`config.mk`:
```
export PLATFORM = sky130hd
export DESIGN_NAME = irq_pending_ctrl
export DESIGN_NICKNAME = d
export VERILOG_FILES = /design/src/rtl/irq_pending_ctrl.sv
export SDC_FILE = /design/constraint.sdc
export NUM_CORES = 1
export LEC_CHECK = 0
export CAP_MARGIN = 15
export CORE_MARGIN = 3
export CORE_UTILIZATION = 50
export DETAILED_ROUTE_END_ITERATION = 8
export PLACE_DENSITY = 0.89
export SYNTH_ARGS = -nofsm -noshare
export SYNTH_HDL_FRONTEND = slang
export SYNTH_SLANG_ARGS = --single-unit
```
`constraint.sdc`:
```
create_clock -name clk -period 1.24 [get_ports clk]
set_input_delay 0.248 -clock clk [delete_from_list [all_inputs] [get_ports clk]]
set_output_delay 0.248 -clock clk [all_outputs]
set_load 0.01 [all_outputs]
```
`src/rtl/irq_pending_ctrl.sv`:
```
// Eight-line interrupt pending controller: synchronizes async requests, latches
// rising edges as pending events and presents the highest-priority unmasked line.
module irq_pending_ctrl #(
    parameter int SYNC_STAGES = 2
) (
    input  logic       clk,
    input  logic       rst_n,
    input  logic [7:0] req,
    input  logic [7:0] mask,
    input  logic       irq_ready,
    input  logic       ovf_clr,
    output logic       irq_valid,
    output logic [2:0] irq_code,
    output logic [7:0] overflow
);

    typedef enum logic {
        IDLE,
        PRESENT
    } state_t;

    state_t     state_q, state_d;
    logic [7:0] sync_q [SYNC_STAGES];
    logic [7:0] dly_q;
    logic [7:0] pending_q, pending_d;
    logic [7:0] overflow_d;
    logic [7:0] rise, clr, ovf_set, eligible;
    logic       accept;
    logic       valid_d;
    logic [2:0] code_d;

    // Highest set bit wins; the ascending scan lets later (higher) bits overwrite.
    function automatic logic [2:0] highest(input logic [7:0] v);
        logic [2:0] idx;
        idx = '0;
        for (int i = 0; i < 8; i++) begin
            if (v[i]) idx = i[2:0];
        end
        return idx;
    endfunction

    // The whole chain resets so a line held high across release yields one edge.
    // NOTE: sequential state uses non-blocking (<=) so every flop samples pre-edge values.
    always_ff @(posedge clk) begin
        if (!rst_n) begin
            for (int k = 0; k < SYNC_STAGES; k++) sync_q[k] <= '0;
            dly_q <= '0;
        end else begin
            sync_q[0] <= req;
            for (int k = 1; k < SYNC_STAGES; k++) sync_q[k] <= sync_q[k-1];
            dly_q <= sync_q[SYNC_STAGES-1];
        end
    end

    assign rise     = sync_q[SYNC_STAGES-1] & ~dly_q;
    assign accept   = irq_valid & irq_ready;
    assign clr      = accept ? (8'b1 << irq_code) : 8'b0;
    assign eligible = pending_q & ~mask;

    // A new edge on a line being cleared re-arms it rather than counting as lost.
    assign ovf_set    = rise & pending_q & ~clr;
    assign pending_d  = rise | (pending_q & ~clr);
    assign overflow_d = (ovf_clr ? 8'b0 : overflow) | ovf_set;

    // NOTE: every always_comb output gets a default first, so no path infers a latch.
    always_comb begin
        state_d = state_q;
        valid_d = irq_valid;
        code_d  = irq_code;
        case (state_q)
            IDLE: begin
                if (|eligible) begin
                    valid_d = 1'b1;
                    code_d  = highest(eligible);
                    state_d = PRESENT;
                end
            end
            PRESENT: begin
                if (irq_ready) begin
                    valid_d = 1'b0;
                    state_d = IDLE;
                end
            end
            default: begin
                valid_d = 1'b0;
                state_d = IDLE;
            end
        endcase
    end

    always_ff @(posedge clk) begin
        if (!rst_n) begin
            state_q   <= IDLE;
            pending_q <= '0;
            overflow  <= '0;
            irq_valid <= 1'b0;
            irq_code  <= '0;
        end else begin
            state_q   <= state_d;
            pending_q <= pending_d;
            overflow  <= overflow_d;
            irq_valid <= valid_d;
            irq_code  <= code_d;
        end
    end

endmodule

```
# [Yosys cells after proc, flatten, opt, wreduce, memory -nomap -nowiden]
# Memories as Yosys holds them, arrays and structs flattened.
# Cells that the tools add are included.
[word_totals] regBits=29 ramBits=16 input_bits=20 out_inout_bits=12 elab_cells=46 n_memories=1
[memory_table] memory="sync_q" words=2 width=8 rd=2 rd_clocked_by_memory_dff=0 write_ports=2 line_no="23" text="logic [7:0] sync_q [SYNC_STAGES];"
[op_classes] n_eq_ne=2 n_shift=1 n_mux=19 bitwise=14 n_reduce_logical=3
[op_table] cell="AND 8 bit" n=5
[op_table] cell="two-way mux 8 bit" n=4
[op_table] cell="NOT 8 bit" n=3
[op_table] cell="two-way mux 3 bit" n=6
[op_table] cell="bitwise OR 8 bit" n=2
[op_table] cell="OR reduction 8 bit" n=1
[op_table] cell="<< shifter 1 x 3 -> 8 bit, first input constant" n=1
[op_table] cell="two-way mux 1 bit" n=7
[op_table] cell="!= test 2 bit, second input constant" n=2
[op_table] cell="one-hot mux 1 bit (2 select lines)" n=2
[op_table] cell="AND reduction 2 bit" n=2
[op_table] cell="bitwise OR 1 bit" n=2
[op_table] cell="AND 1 bit" n=1
[op_table] cell="NOT 1 bit" n=1

# [Longest topological paths before layout]
# Gate-level depths: netlist of the first run.
[depth] ltp_word=9 ltp_mapped=4 ltp_nobuf=4

# [Worst setup path before layout of the first run]
# Ideal clock, no wire load.
[synth_path] kind="reg2reg" start="reg irq_valid" end="reg overflow[4]" setup_time_ps=115 arrival_time_ps=1041 t_required_ps=1125 setup_slack_ps=84 stages_incl_launch_ff=5 n_path_buf=0 period_less_slack_ps=1156 cell_sequence="dfxtp_1 nand3_2 o31ai_1 o22ai_1 and2_1"
[synth_via] elab_chain_len=5
[synth_lines] item="start, declared" line_no="12" text="output logic irq_valid,"
[synth_lines] item="start signal, assigned" line_no="102" text="irq_valid <= valid_d;"
[synth_lines] item="AND 1 bit" line_no="56" text="assign accept = irq_valid & irq_ready;"
[synth_lines] item="two-way mux 8 bit" line_no="57" text="assign clr = accept ? (8'b1 << irq_code) : 8'b0;"
[synth_lines] item="NOT 8 bit" line_no="61" text="assign ovf_set = rise & pending_q & ~clr;"
[synth_lines] item="AND 8 bit" line_no="61"
[synth_lines] item="bitwise OR 8 bit" line_no="63" text="assign overflow_d = (ovf_clr ? 8'b0 : overflow) | ovf_set;"
[synth_lines] item="end signal, assigned" line_no="101" text="overflow <= overflow_d;"
[synth_lines] item="end, declared" line_no="14" text="output logic [7:0] overflow"
# No other way between the ends.
# A chain may end at the register's enable or synchronous reset.

# [Final worst setup path of the first run]
[layout_path] start="reg irq_code[0]" end="reg overflow[4]"
[layout_via] elab_chain_len=5
[layout_lines] item="start, declared" line_no="13" text="output logic [2:0] irq_code,"
[layout_lines] item="start signal, assigned" line_no="103" text="irq_code <= code_d;"
[layout_lines] item="<< shifter 1 x 3 -> 8 bit" line_no="57"
[layout_lines] item="two-way mux 8 bit" line_no="57"
[layout_lines] item="NOT 8 bit" line_no="61"
[layout_lines] item="AND 8 bit" line_no="61"
[layout_lines] item="bitwise OR 8 bit" line_no="63"
# No other way between the ends.

==> results of run 1 <==
==> final cells by class <==
cell class	count	area share
Clock buffer	7	0.0213
Clock inverter	1	0.00355
Inverter	10	0.0178
Multi-Input combinational cell	101	0.322
Sequential cell	45	0.433
Tap cell	42	0.0249
Timing Repair Buffer	44	0.177
==> layer usage <==
metal / vias to the layer above / GRT usage / wire, um
li1: 627 / - / -
met5: - / 0 / 0
met2: 57 / 0.329 / 1790
met4: 0 / 0.0964 / 76
met1: 628 / 0.202 / 1440
met3: 11 / 0.0612 / 258
==> placed cells by master (no fill, tap or decap), types with 2 or more instances in the layout <==
master            n
o21ai_0           2
clkbuf_2          6
and2_1           33
nand2_1           6
dfxtp_4           3
clkbuf_4          5
dfxtp_2           3
clkbuf_1          2
clkdlybuf4s15_1   4
clkdlybuf4s50_1  18
inv_1            10
o22ai_1           9
a31oi_1           2
dfxtp_1          39
buf_4            13
nor2b_1           2
a21oi_1           8
nand2b_1         17
o21ai_1           6
==> cells by family after synthesis <==
group / count (synthesis) / share of synthesized area
AOI/OAI and AO/OA: 36 / 0.143
buffers and inverters: 15 / 0.0357
DFF: 45 / 0.558
muxes: 1 / 0.00620
and+or+nand+nor: 64 / 0.257
==> power by group through the flow <==
| stage | Sequential [mW] | Combinational, mW | Clock [mW] |
|---|---|---|---|
| after floorplan | 1.59 | 0.151 | 0 |
| after global placement | 1.58 | 0.301 | 0 |
| after global routing | 1.57 | 0.358 | 0.747 |
| final | 1.56 | 0.331 | 0.660 |
| after CTS | 1.55 | 0.315 | 0.669 |
| after detailed placement | 1.59 | 0.314 | 0 |
==> path summary, 6_finish.rpt <==
kind | startpoint | end | slack (ns) | depth (start not counted)
worst max-delay path | irq_code[0]$_SDFFE_PN0P_ | overflow[4]$_SDFF_PN0_ | -0.02 | 4
worst min-delay path | irq_ready | pending_q[0]$_SDFF_PN0_ | 0.41 | 4
worst max register to register | irq_code[0]$_SDFFE_PN0P_ | overflow[4]$_SDFF_PN0_ | -0.02 | 4
worst min register to register | sync_q[0][1]$_SDFF_PN0_ | sync_q[0][9]$_SDFF_PN0_ | 0.44 | 1
==> metrics by stage <==
step	hold slack, ns	setup slack [ns]	setup TNS [ns]
3_3_place_gp	0.410	-0.320	-4.08
5_1_grt	0.404	-0.0499	-0.220
4_1_cts	0.447	0.00220	0
3_5_place_dp	0.418	-0.377	-5.18
2_1_floorplan	0.375	0.0845	0
6_report	0.408	-0.0192	-0.0192
==> worst max-delay path, delay by kind of cell (launching register included) <==
kind | cells | cell delay [ns]
AOI/OAI and AO/OA | 2 | 0.45
buffers and inverters | 1 | 0.14
DFF | 1 | 0.38
and+or+nand+nor | 1 | 0.18
==> sequential cells by signal (all words and copies together) (netlist names) <==
name / count
irq_code: 3
irq_valid: 1
overflow: 8
state_q: 1
sync_q: 16
dly_q: 8
pending_q: 8
==> timing repair <==
item,4_1_cts,5_1_grt
resized for setup,24,21
setup buffers,1,1
hold buffers,0,0
setup endpoints to repair,12,20
==> impl_metrics.toml, run 1 <==
[run_status]
status = "finished with violations"
violations = "setup timing"

[global_route]
grt_max_degree = 22
antenna_found_initial = 0
grt_util_all_layers = 0.188
grt_pass1_vias = 1361
grt_pass1_wl_mm = 5.91
grt-ovfl-total = 0

[placed_design]
place_inst = 240
portBuffers = 31
placed_area_um2 = 2040
hpwl_mm = 2.44
globalplace.congestion = 0.836

[drt]
wire_per_inst_um = 14.2
vias = 1323
wl_mm = 3.56
drc = 0
first_iter_violations = 119
drtPass1Iterations = 4
ant_nets = 0
viasPerCell = 5.29

[setup_path]
start_kind = "flop"
crit_type = "flop to flop"
cp.required_ns = 1.49
worstPathCellList = "buf_4, o31ai_2, o22ai_1, and2_1"
arrival_ns = 1.51
endpoint_kind = "flop"
crit_slowest_cell = "dfxtp_4"
cpPeakStageDelay_ns = 0.38
critPathMaxFanout = 4

[floorplan]
dieArea_um2 = 3950
rows = 19
die_w_um = 62.8
core_um2 = 2920
initial_core_util = 0.552
die-height_um = 62.8
io_pins = 32

[timing]
fmax_mhz = 794
finalWorstSetupSlack_ns = -0.0192
hold_violations = 0
fin_skew_ns = 0.00772
slew_viol_final = 0
setup_viol_count_final = 1
timing.final.crit_period_ns = 1.26
period_share = 1.02
maxSlewHeadroom = 0.815
rsz0062_at_grt = "true"
tightest_slew_ns = 0.276

[synthesis]
syn_nets = 181
ys.warnings.count = 0
syn_area_per_cell_um2 = 10.0
async_flop_share = 0
synth-edff-count = 0
synth-seq-cells = 45
syn-cell-area_um2 = 1610
yosysMostFrequentCell = "dfxtp_1"
synth.distinct_cells = 28
ys.flop_type = "dfxtp_1"
netlist.area_leader.share = 0.558
synth_top_area_cell = "dfxtp_1"
netlist_top_cells_count = "dfxtp_1 (45), and2_1 (33), nand2b_1 (17)"
synth-seq-area-share = 0.558
synthTopCellsByArea = "dfxtp_1 (56%), and2_1 (13%), nand2b_1 (6.6%)"
syn_inst = 161

[clocking]
path_clk_slew_ns = 0.12
clkLatencyLatePin_ns = 0.35
cts_tree = "built"
cts_buffers = 5
root_buffer = "clkbuf_4"
clock_sinks = 45
htreeDepth = 2
clockBufferDepth = 2

[finish]
design_area_um2 = 2110
final_cells = 250
nets = 227
final_core_util = 0.723
seq_area_um2 = 916
area_delta_synth_final_pct = 30.9
diodes = 0
fillCellCount = 223
multi_input_area_um2 = 681
layout-drive-gt1-share = 0.202

[job]
cap_violations = 0

[pwr]
p_int_mw = 1.92
power.density_nw_per_um2 = 1210
clkPwrFrac = 0.258
pwr-share-seq = 0.612
switching_share = 0.247
p_comb_frac = 0.130
power_leakage_nw = 0.835
ir_drop_uv = 954
finalPower_mw = 2.55
switchingPower_mw = 0.631

[worst_hold_path]
min_path_type = "primary input to flop"
No activity file was read; power rests on OpenSTA's default activity.
==> run 2: changes to the inputs <==
--- a/config.mk
+++ b/config.mk
@@ -9,7 +9,8 @@
 export CORE_MARGIN = 3
 export CORE_UTILIZATION = 50
 export DETAILED_ROUTE_END_ITERATION = 8
-export PLACE_DENSITY = 0.89
+export PLACE_DENSITY = 0.8
 export SYNTH_ARGS = -nofsm -noshare
 export SYNTH_HDL_FRONTEND = slang
 export SYNTH_SLANG_ARGS = --single-unit
+export TNS_END_PERCENT = 100
==> run 2 against run 1 <==
Compared with the run above:
- critical endpoint is now irq_valid$_SDFFE_PN0P_
- largest power group unchanged
- sequential cell count unchanged
- the flow now finishes without violations
- final cell count increased by 0.80%
- fmax increased by 4.3%
- critical path depth increased by 1
- sequential share of layout area decreased by 0.67 points
==> impl_metrics.toml, run 2 (synthesis results as in run 1) <==
[finish]
diodes = 0
area_delta_synth_final_pct = 33.7
design_area_um2 = 2160
final_core_util = 0.738
final_common_cell = "dfxtp_1"
layout-drive-gt1-share = 0.243
largest_reg_flops = 16
nets = 229
final_cell_mix = "dfxtp_1 (37), and2_1 (33), clkdlybuf4s50_1 (18)"
largest_register = "sync_q"

[pwr]
ir_drop_uv = 1170
pwr-share-seq = 0.605
p_int_mw = 1.93
switchingPower_mw = 0.649
p_comb_frac = 0.132
switching_share = 0.252
power.density_nw_per_um2 = 1190
power_leakage_nw = 0.848
clkPwrFrac = 0.263

[clocking]
cts_buffers = 5
clkLatencyLatePin_ns = 0.35
cts_tree = "built"
clock_sinks = 45
path_clk_slew_ns = 0.14
clockBufferDepth = 2
root_buffer = "clkbuf_4"
hold_buffers = 0
htreeDepth = 2

[floorplan]
die_w_um = 62.8
core_um2 = 2920
die-height_um = 62.8
dieArea_um2 = 3950
rows = 19
initial_core_util = 0.552
io_pins = 32

[job]
cap_violations = 0

[placed_design]
globalplace.congestion = 0.872
hpwl_mm = 2.33
placed_area_um2 = 2050
portBuffers = 31

[setup_path]
critPathMaxFanout = 4
cp.required_ns = 1.51
setup.worst_path.end = "irq_valid$_SDFFE_PN0P_"
startpoint = "mask[2]"
r2r_slack_ns = 0.04
rr_startpoint = "irq_code[0]$_SDFFE_PN0P_"
endpoint_kind = "flop"
arrival_ns = 1.47
start_kind = "primary input"
worst-path-buf-inv = 1
worstPathCellList = "clkdlybuf4s50_1, nor2b_4, and4b_4, a21oi_4, o21a_1"
cp.depth = 5
reg2reg_to = "overflow[7]$_SDFF_PN0_"
cpPeakStageDelay_ns = 0.53
crit_slowest_cell = "clkdlybuf4s50_1"
crit_type = "primary input to flop"
reg2reg_depth = 5
critPathTopFamily = "buffers and inverters"

[global_route]
grt_max_degree = 20
grt-ovfl-total = 0
grt_util_all_layers = 0.183
grt_pass1_vias = 1251
grt_pass1_wl_mm = 5.67
antenna_found_initial = 0

[timing]
fmax_mhz = 829
timing.final.crit_period_ns = 1.21
period_share = 0.973
rsz0062_at_grt = "true"
maxSlewHeadroom = 0.842
fin_skew_ns = 0.0140
slew_viol_final = 0
hold_violations = 0
tightest_slew_ns = 0.236
setup_viol_count_final = 0

[drt]
drc = 0
wire_per_inst_um = 13.4
ant_nets = 0
wl_mm = 3.37
first_iter_violations = 86
vias = 1258
viasPerCell = 4.99
drtPass1Iterations = 4

[run_status]
status = "finished, final reports clean"

[worst_hold_path]
min_path_type = "primary input to flop"
## run 2: changes by cell type in the layout (fill, tap and decap cells not counted), sizes merged
| cell | previous run | this run |
|---|---|---|
| buf | 14 | 16 |
| clkbuf | 13 | 14 |
| dlygate4sd2 | 1 | 0 |
## run 2: repair_timing
action / CTS / global route
buffers inserted: 1 / 2
endpoints found under the setup margin: 13 / 22
resized for setup: 30 / 25
hold endpoints to repair: 0 / 0
pin swaps: 0 / 2
## run 2: worst reg2reg max path: stages, from the launching register on
cell and delay [ns]:
dfxtp_4 0.38, buf_4 0.13, nand2_1 0.09, o21ai_1 0.21
o22ai_1 0.12, and2_1 0.16
## run 2: worst min path at each step
stage / slack (ns) / depth (start not counted) / from / end
6_report: 0.42 / 4 / irq_ready / pending_q[0]$_SDFF_PN0_
3_5_place_dp: 0.41 / 1 / sync_q[0][1]$_SDFF_PN0_ / sync_q[0][9]$_SDFF_PN0_
3_3_place_gp: 0.41 / 1 / sync_q[0][4]$_SDFF_PN0_ / sync_q[0][12]$_SDFF_PN0_
5_1_grt: 0.42 / 4 / irq_ready / pending_q[6]$_SDFF_PN0_
2_1_floorplan: 0.38 / 1 / req[0] / sync_q[0][0]$_SDFF_PN0_
4_1_cts: 0.45 / 2 / req[1] / sync_q[0][1]$_SDFF_PN0_
## run 2: layout make-up
cell class	count	area, um^2
inverter	10	37.5
timing repair buffer	46	385
tap	42	52.6
sequential	45	921
clock inverter	1	7.51
multi-input combinational	101	709
fill	227	766
clock buffer	7	45.0
## run 2: per-layer routing
metal  part of all wire  vias up  GRT usage
met5                  0        -          0
met4              0.012        0     0.0661
met3              0.045        5     0.0558
met2               0.47       27      0.296
met1               0.47      597      0.231
li1                   -      629          -
## run 2: power groups by stage
stage          clock network [mW]  logic, mW  registers [mW]
2_1_floorplan                   0      0.151            1.59
3_3_place_gp                    0      0.306            1.58
3_5_place_dp                    0      0.313            1.59
4_1_cts                     0.690      0.322            1.56
5_1_grt                     0.761      0.373            1.57
6_report                    0.678      0.341            1.56
## run 2: stage by stage
stage / hold slack (ns) / worst slack (ns) / std cells / power, mW / setup TNS, ns
CTS: 0.446 / -0.0135 / 250 / 2.57 / -0.0135
global placement: 0.414 / -0.323 / 241 / 1.89 / -4.75
finish: 0.417 / 0.0331 / 252 / 2.58 / 0
global route: 0.418 / -0.0118 / 252 / 2.70 / -0.0145
floorplan: 0.375 / 0.0845 / 161 / 1.74 / 0
detailed placement: 0.411 / -0.352 / 241 / 1.90 / -5.50
